`config.mk`:
```
export PLATFORM = sky130hd
export DESIGN_NAME = axisr_profiler_sampler
export DESIGN_NICKNAME = d
export VERILOG_FILES = /design/src/rtl/axisr_profiler_sampler_pkg.sv /design/src/rtl/axisr_profiler_sampler_fifo.sv /design/src/rtl/axisr_profiler_sampler.sv
export SDC_FILE = /design/constraint.sdc
export NUM_CORES = 2
export LEC_CHECK = 0
export ABC_AREA = 1
export CAP_MARGIN = 20
export CORE_MARGIN = 2
export CORE_UTILIZATION = 55
export DETAILED_ROUTE_END_ITERATION = 10
export PLACE_DENSITY = 0.73
export SLEW_MARGIN = 25
export SYNTH_ARGS = -nofsm -noshare
export SYNTH_HDL_FRONTEND = slang
export SYNTH_HIERARCHICAL = 1
export SYNTH_SLANG_ARGS = --single-unit
export TNS_END_PERCENT = 5
```
`constraint.sdc`:
```
create_clock -name aclk -period 10.8 [get_ports aclk]
set_clock_uncertainty 0.05 [all_clocks]
set_input_delay 1.08 -clock aclk [delete_from_list [all_inputs] [get_ports aclk]]
set_output_delay 1.08 -clock aclk [all_outputs]
set_load 0.01 [all_outputs]
```
`src/rtl/axisr_profiler_sampler_pkg.sv`:
```
// Shared profiler types: one sample record holds the three 64-bit counter deltas.
package lynxTypes;

    localparam int PROF_SAMPLE_BITS = 192;

    typedef struct packed {
        logic [63:0] stall;
        logic [63:0] pkt;
        logic [63:0] bytes;
    } prof_sample_t;

endpackage

```
`src/rtl/axisr_profiler_sampler_fifo.sv`:
```
// Synchronous sample-record FIFO; a pushed word is visible at the head on the following cycle.
module prof_sample_fifo #(
    parameter int WIDTH = 193,
    parameter int DEPTH = 16
) (
    input  logic             aclk,
    input  logic             aresetn,
    input  logic             push,
    input  logic [WIDTH-1:0] push_data,
    input  logic             pop,
    output logic [WIDTH-1:0] rd_data,
    output logic             full,
    output logic             empty
);

    localparam int AW = $clog2(DEPTH);
    localparam logic [AW:0] FULL_COUNT = (AW + 1)'(DEPTH);

    logic [WIDTH-1:0] mem [DEPTH];
    logic [AW-1:0]    wr_ptr;
    logic [AW-1:0]    rd_ptr;
    logic [AW:0]      count;
    logic             pop_ok;
    logic             push_ok;

    assign full    = (count == FULL_COUNT);
    assign empty   = (count == '0);
    assign rd_data = mem[rd_ptr];
    assign pop_ok  = pop && !empty;
    // A pop in the same cycle frees the slot, so a push into a full FIFO still lands.
    assign push_ok = push && (!full || pop_ok);

    always_ff @(posedge aclk) begin
        if (!aresetn) begin
            wr_ptr <= '0;
            rd_ptr <= '0;
            count  <= '0;
        end else begin
            if (push_ok) wr_ptr <= wr_ptr + AW'(1);
            if (pop_ok)  rd_ptr <= rd_ptr + AW'(1);
            case ({push_ok, pop_ok})
                2'b10:   count <= count + (AW + 1)'(1);
                2'b01:   count <= count - (AW + 1)'(1);
                default: ;
            endcase
        end
    end

    always_ff @(posedge aclk) begin
        if (push_ok) mem[wr_ptr] <= push_data;
    end

endmodule

```
`src/rtl/axisr_profiler_sampler.sv`:
```
// Periodic sampler: clears the stream profiler, then emits per-interval counter deltas
// as AXI4-Stream records through a small FIFO.
module axisr_profiler_sampler
    import lynxTypes::*;
#(
    parameter int PERIOD_BITS = 32,
    parameter int FIFO_DEPTH  = 16,
    parameter int CLR_WAIT    = 2
) (
    input  logic                        aclk,
    input  logic                        aresetn,
    input  logic                        ctrl_start,
    input  logic                        ctrl_stop,
    input  logic [PERIOD_BITS-1:0]      ctrl_period,
    input  logic [63:0]                 byte_cnt,
    input  logic [63:0]                 pkt_cnt,
    input  logic [63:0]                 ready_down,
    output logic                        prof_reset,
    output logic                        m_sample_tvalid,
    input  logic                        m_sample_tready,
    output logic [PROF_SAMPLE_BITS-1:0] m_sample_tdata,
    output logic                        m_sample_tlast,
    output logic                        busy,
    output logic [31:0]                 dropped_cnt
);

    typedef enum logic [1:0] {ST_IDLE, ST_CLEAR, ST_RUN} state_t;

    localparam int CW = $clog2(CLR_WAIT + 2);

    state_t                 state;
    state_t                 next_state;
    logic [CW-1:0]          clr_cnt;
    logic [PERIOD_BITS-1:0] period_q;
    logic [PERIOD_BITS-1:0] per_cnt;
    prof_sample_t           prev;
    prof_sample_t           cur;
    prof_sample_t           delta;
    logic                   start_ok;
    logic                   clr_done;
    logic                   fire;
    logic                   fire_last;
    logic                   fifo_full;
    logic                   fifo_empty;
    logic                   pop;
    logic [PROF_SAMPLE_BITS:0] fifo_rd;

    assign cur         = '{stall: ready_down, pkt: pkt_cnt, bytes: byte_cnt};
    assign delta.bytes = cur.bytes - prev.bytes;
    assign delta.pkt   = cur.pkt   - prev.pkt;
    assign delta.stall = cur.stall - prev.stall;

    assign busy       = (state != ST_IDLE);
    assign prof_reset = (state == ST_CLEAR) && (clr_cnt == '0);

    always_ff @(posedge aclk) begin
        if (!aresetn) state <= ST_IDLE;
        else          state <= next_state;
    end

    // A stop always produces the final record, even when it lands on a period expiry.
    always_comb begin
        next_state = state;
        start_ok   = 1'b0;
        clr_done   = 1'b0;
        fire       = 1'b0;
        fire_last  = 1'b0;
        case (state)
            ST_IDLE: begin
                if (ctrl_start) begin
                    next_state = ST_CLEAR;
                    start_ok   = 1'b1;
                end
            end
            ST_CLEAR: begin
                if (clr_cnt == CW'(CLR_WAIT)) begin
                    next_state = ST_RUN;
                    clr_done   = 1'b1;
                end
            end
            ST_RUN: begin
                if (ctrl_stop) begin
                    fire       = 1'b1;
                    fire_last  = 1'b1;
                    next_state = ST_IDLE;
                end else if (per_cnt == '0) begin
                    fire = 1'b1;
                end
            end
            default: next_state = ST_IDLE;
        endcase
    end

    always_ff @(posedge aclk) begin
        if (!aresetn) begin
            clr_cnt     <= '0;
            period_q    <= PERIOD_BITS'(1);
            per_cnt     <= '0;
            prev        <= '0;
            dropped_cnt <= '0;
        end else begin
            if (start_ok) begin
                period_q <= (ctrl_period == '0) ? PERIOD_BITS'(1) : ctrl_period;
                clr_cnt  <= '0;
            end else if (state == ST_CLEAR) begin
                clr_cnt <= clr_cnt + CW'(1);
            end

            if (clr_done || fire) begin
                prev    <= cur;
                per_cnt <= period_q - PERIOD_BITS'(1);
            end else if (state == ST_RUN) begin
                per_cnt <= per_cnt - PERIOD_BITS'(1);
            end

            if (start_ok) begin
                dropped_cnt <= '0;
            end else if (fire && fifo_full && !pop && dropped_cnt != '1) begin
                dropped_cnt <= dropped_cnt + 32'd1;
            end
        end
    end

    assign pop = m_sample_tvalid && m_sample_tready;

    prof_sample_fifo #(
        .WIDTH (PROF_SAMPLE_BITS + 1),
        .DEPTH (FIFO_DEPTH)
    ) u_fifo (
        .aclk      (aclk),
        .aresetn   (aresetn),
        .push      (fire),
        .push_data ({fire_last, delta}),
        .pop       (pop),
        .rd_data   (fifo_rd),
        .full      (fifo_full),
        .empty     (fifo_empty)
    );

    assign m_sample_tvalid = !fifo_empty;
    assign m_sample_tdata  = fifo_rd[PROF_SAMPLE_BITS-1:0];
    assign m_sample_tlast  = fifo_rd[PROF_SAMPLE_BITS];

endmodule

```
# [Word-level counts from Yosys, hierarchy flattened]
# Memories as Yosys holds them, arrays and structs flattened. A register that Yosys moved wholly into a read port is not among the register bits.
# Index checks and enable logic that the tools add are counted.
[op_classes] reduce_logical=22 eq_ne=10 mux=21 n_addsub=11 n_bitwise=1
[ops] op="$sub A64 B64 Y64" count=3
[ops] op="$mux W32" count=3
[ops] op="$logic_not A32 Y1" count=2
[ops] op="$sub A32 B1 Y32 const B" count=2
[ops] op="$add A32 B1 Y32 const B" count=1
[ops] op="$ne A32 B32 Y1 const B" count=1
[ops] op="$mux W1" count=11
[ops] op="$pmux W5 S2" count=1
[ops] op="$add A4 B1 Y4 const B" count=2
[ops] op="$mux W4" count=2
[ops] op="$logic_and A1 B1 Y1" count=7
[ops] op="$eq A2 B2 Y1 const B" count=3
[ops] op="$mux W2" count=3
[ops] op="$ne A2 B2 Y1 const B" count=3
[ops] op="$pmux W2 S3" count=1
[ops] op="$reduce_bool A2 Y1" count=3
[ops] op="$add A5 B1 Y5 const B" count=1
[ops] op="$eq A5 B5 Y1 const B" count=1
[ops] op="$logic_not A5 Y1" count=1
[ops] op="$sub A5 B1 Y5 const B" count=1
[ops] op="$eq A2 B1 Y1 const B" count=2
[ops] op="$logic_not A2 Y1" count=2
[ops] op="$logic_not A1 Y1" count=3
[ops] op="$reduce_and A3 Y1" count=1
[ops] op="other kinds (4)" count=5
[totals] word_cells=77 output_inout_bits=228 mem_bits_rw=3088 register_bits=305 memories=1
[mem_list] name="u_fifo.mem" words=16 word_bits=193 rd=1 rd_clocked_by_memory_dff=1 write_ports=1 line="axisr_profiler_sampler_fifo.sv:19" source="logic [WIDTH-1:0] mem [DEPTH];"

# [Longest topological paths before layout]
[depth] word_depth=8 ltp_mapped=21

# [Modules after synthesis]
# Netlist, hierarchy kept.
[modules_own_cells] mod="prof_sample_fifo" n_inst=1 area_each_um2=121270.1 cells_each=9090
[modules_own_cells] mod="axisr_profiler_sampler" n_inst=1 area_each_um2=24614.9 cells_each=3919

# [Worst setup path after synthesis]
# Ideal clock, no wire load.
[synth_timing] path_kind="input port to flip-flop" startpoint="in ctrl_stop" endpoint="mem u_fifo.mem[11][0] (enable)" required_time_ns=10.000 t_arrival_ns=10.027 path_buffers=1 cell_stages=7 setup_time_ns=0.750 path_slack_ns=-0.027 path_cell_list="nand2_1 -> clkbuf_1 -> nand2_2 -> inv_1 -> nor2_1 -> nand2_1 -> nor2_1"
[synth_between] elab_chain_cells=5
[synth_rtl] element="start: declaration" line="axisr_profiler_sampler.sv:13" source="input logic ctrl_stop,"
[synth_rtl] element="$mux W1" line="axisr_profiler_sampler.sv:82" source="if (ctrl_stop) begin"
[synth_rtl] element="$mux W1" line="axisr_profiler_sampler.sv:68" source="case (state)"
[synth_rtl] element="via fire" line="axisr_profiler_sampler.sv:41" source="logic fire;"
[synth_rtl] element="$logic_and A1 B1 Y1" line="axisr_profiler_sampler_fifo.sv:31" source="assign push_ok = push && (!full || pop_ok);"
[synth_rtl] element="$mux W1" line="axisr_profiler_sampler_fifo.sv:50" source="if (push_ok) mem[wr_ptr] <= push_data;"
[synth_rtl] element="$mux W1 (implied by the code)" line="axisr_profiler_sampler_fifo.sv:50"
[synth_rtl] element="end: declaration" line="axisr_profiler_sampler_fifo.sv:19"
# The timed path passes the listed nets, and every way through them passes these cells.

==> out/results.tsv <==
metric	value	unit
cts_buffer_depth	4	
dpl.hpwl	227800	um
ant_nets	0	
area_growth	13.28	%
synthCells	13010	
io-pin-count	457	
worst_path_largest_cell_delay	0.85	ns
worstSetupEndpointType	output port	
cts_buffers	346	
first_iter_violations	12570	
hold_buffers	0	
rows	189	
swShare	21.86	%
internal-power	21.73	mW
ff2ff_path_depth	13	
ctsResizeCount	0	
viasPerCell	6.090	
synth_warnings	6	
drive_gt1_share	6.053	%
cts-root-buf	clkbuf_16	
finalMaxSlewViolations	0	
vdd_drop_max	0.1359	mV
drc	0	
grt_overflow	0	
cpMaxStageDelayCell	dfxtp_4	
hold_slack	0.4046	ns
status	finished, final reports clean	
yosysMostFrequentCell	edfxtp_1	
portBuffers	456	
synthTopCellsByCount	edfxtp_1 (3088), nor2_1 (2319), o21ai_0 (1962)	
instances_no_fill	17080	
wire_per_inst	24.21	um
seqCellArea	98930	um^2
grt_pass1_wl	613300	um
p_clk_share	41.5	%
fill_cells	20130	
multi_input_area	41610	um^2
synth_ff_type	edfxtp_1	
finalCriticalPeriod	7.273	ns
max_freq	137.5	MHz
gp_congestion	0.9305	
antenna_found_initial	16	
drv_cap	0	
start_util	55.18	%
dieArea	269400	um^2
hold_path_depth	2	
cts_tree	done	
cp_data_required_time	9.67	ns
power.density	168.3	nW/um^2
rsz0062_at_grt	false	
seq_area_frac_synth	67.80	%
hold_violations	0	
postCtsSetupRepairBufs	0	
p_leak	56.23	nW
pwr-share-seq	53.0	%
fin_crit_sh	67.34	%
cp_max_fo	113	
holdCritPathClass	reg2reg	
cts_sinks	3397	
hp-start	prev[95]	
syn_area	145900	um^2
rrSetupSlack	5.55	ns
placed_cells	16470	
die_width	519.0	um
startpoint_type	register	
core	264400	um^2
clock_latency	0.92	ns
r2r-end	u_fifo/mem[4][145]	
yosys.area.top_type	edfxtp_1	
grt_max_degree	264	
dr_total_vias	104000	
reg2reg_from	per_cnt[4]	
synth_edf_count	3088	
h-tree-depth	5	
firstDrtPassIters	7	
synth_area_leaders	edfxtp_1 (64%), o21ai_0 (6.7%), nor2_1 (6.0%), dfxtp_1 (4.2%), nand2_1 (3.5%)	
die_h	519.0	um
cp.arrival	6.14	ns
finalNetCount	13720	
power.switching	6.079	mW
drt-total-wl	413500	um
hold_end	prev[95]	
setup_viol	0	
grt_pass1_vias	100900	
ys_async_sr_fraction	0	%
path_class	reg2out	
synth-seq-cells	3397	
crit_chain	buf_4 > buf_6 > buf_4 > o21ai_0 > o21ai_1 > o21ai_0 > o21ai_1 > clkdlybuf4s50_1	
tightestPinTransition	1.121	ns
syn_nets	13440	
grtUsageTotal	29.86	%
ys_types	50	
path_clk_slew	0.06	ns
synth.avg_cell_area	11.21	um^2
yosysTopAreaCellShare	63.56	%
slew_headroom	25.25	%
combPwrFrac	5.5	%
[how the worst max path moves through the flow]
stage / end / startpoint / slack, ns / cells after the start
global route: m_sample_tdata[143] / register / 3.20 / 12
floorplan: u_fifo/mem[11][0] / ctrl_stop / -0.03 / 7
CTS: m_sample_tdata[171] / register / 3.28 / 8
finish: m_sample_tdata[171] / register / 3.53 / 8
detailed placement: m_sample_tdata[171] / register / 4.31 / 8
global placement: m_sample_tdata[171] / register / 4.41 / 8
[metrics by stage]
step	worst slack [ns]	area [um^2]	TNS, ns	total power, mW	utilization, %
after floorplan	-0.02729	145900	-21.07	15.78	-
after global placement	4.408	153700	0	16.45	58.13
after detailed placement	4.314	153900	0	16.50	58.21
after CTS	3.284	164700	0	27.89	62.30
after global routing	3.203	165200	0	28.55	62.50
final	3.527	165300	0	27.81	62.51
[layer usage]
| layer | wire length, um | track usage (%) | vias up |
|---|---|---|---|
| met5 | 21 | 0 | - |
| met1 | 161100 | 40.20 | 50830 |
| met3 | 38150 | 4.427 | 822 |
| met2 | 197000 | 49.03 | 5331 |
| li1 | - | - | 47060 |
| met4 | 17270 | 11.96 | 4 |
[worst max-delay path: cells and delay by family, from the launching register on]
family          cells  cell delay [ns]
compound gates      4             1.02
buf+inv             4             3.07
flops               1             0.85
[cells by family (layout without fill, tap and decap cells)]
logic type                 count (synthesis)  count (layout)  synth area share, %
DFF                                     3397            3397                67.80
AOI/OAI and AO/OA                       3519            3519                13.55
buffers and inverters                   1472            2010                4.211
xor gates and xnor gates                 202             202                1.213
adders and majority gates                205             205                1.779
and+or+nand+nor                         4214            4214                11.44
other                                      0               4                    0
[registers in the layout (all words and copies together), names as in the netlist, named ones only]
signal and count:
prev 192, state 2, dropped_cnt 32, per_cnt 32, u_fifo/rd_ptr 4, clr_cnt 2
u_fifo/wr_ptr 4, period_q 32, u_fifo/count 5, u_fifo/mem 3088
[cells in the final DEF (no fill, tap or decap), types with 240 or more instances in the layout]
cell and count:
o22ai_1 240, o21ai_0 1962, dfxtp_1 305, nor2_1 2303, clkbuf_16 355, nand3_1 393, inv_1 724, o211ai_1 377
nand2_1 1340, a21oi_1 531, clkdlybuf4s50_1 455, edfxtp_1 3088
[power groups by stage]
stage | logic, mW | registers, mW | clock network [mW]
2_1_floorplan | 0.763 | 15.0 | 0
3_3_place_gp | 1.44 | 15.0 | 0
3_5_place_dp | 1.49 | 15.0 | 0
4_1_cts | 1.50 | 14.7 | 11.7
5_1_grt | 1.65 | 14.7 | 12.2
6_report | 1.53 | 14.7 | 11.5
[final cells by class]
| type | count | share of cell area [%] |
|---|---|---|
| flip-flops and latches | 3397 | 59.87 |
| multi-input cells | 8140 | 25.18 |
| clock buffers | 433 | 5.595 |
| repair buffers | 669 | 4.036 |
| well taps | 3533 | 2.675 |
| inverters | 733 | 1.691 |
| clock inverters | 175 | 0.9540 |
| diodes | 4 | 0.006057 |
Power figures use the tool's default switching activity.
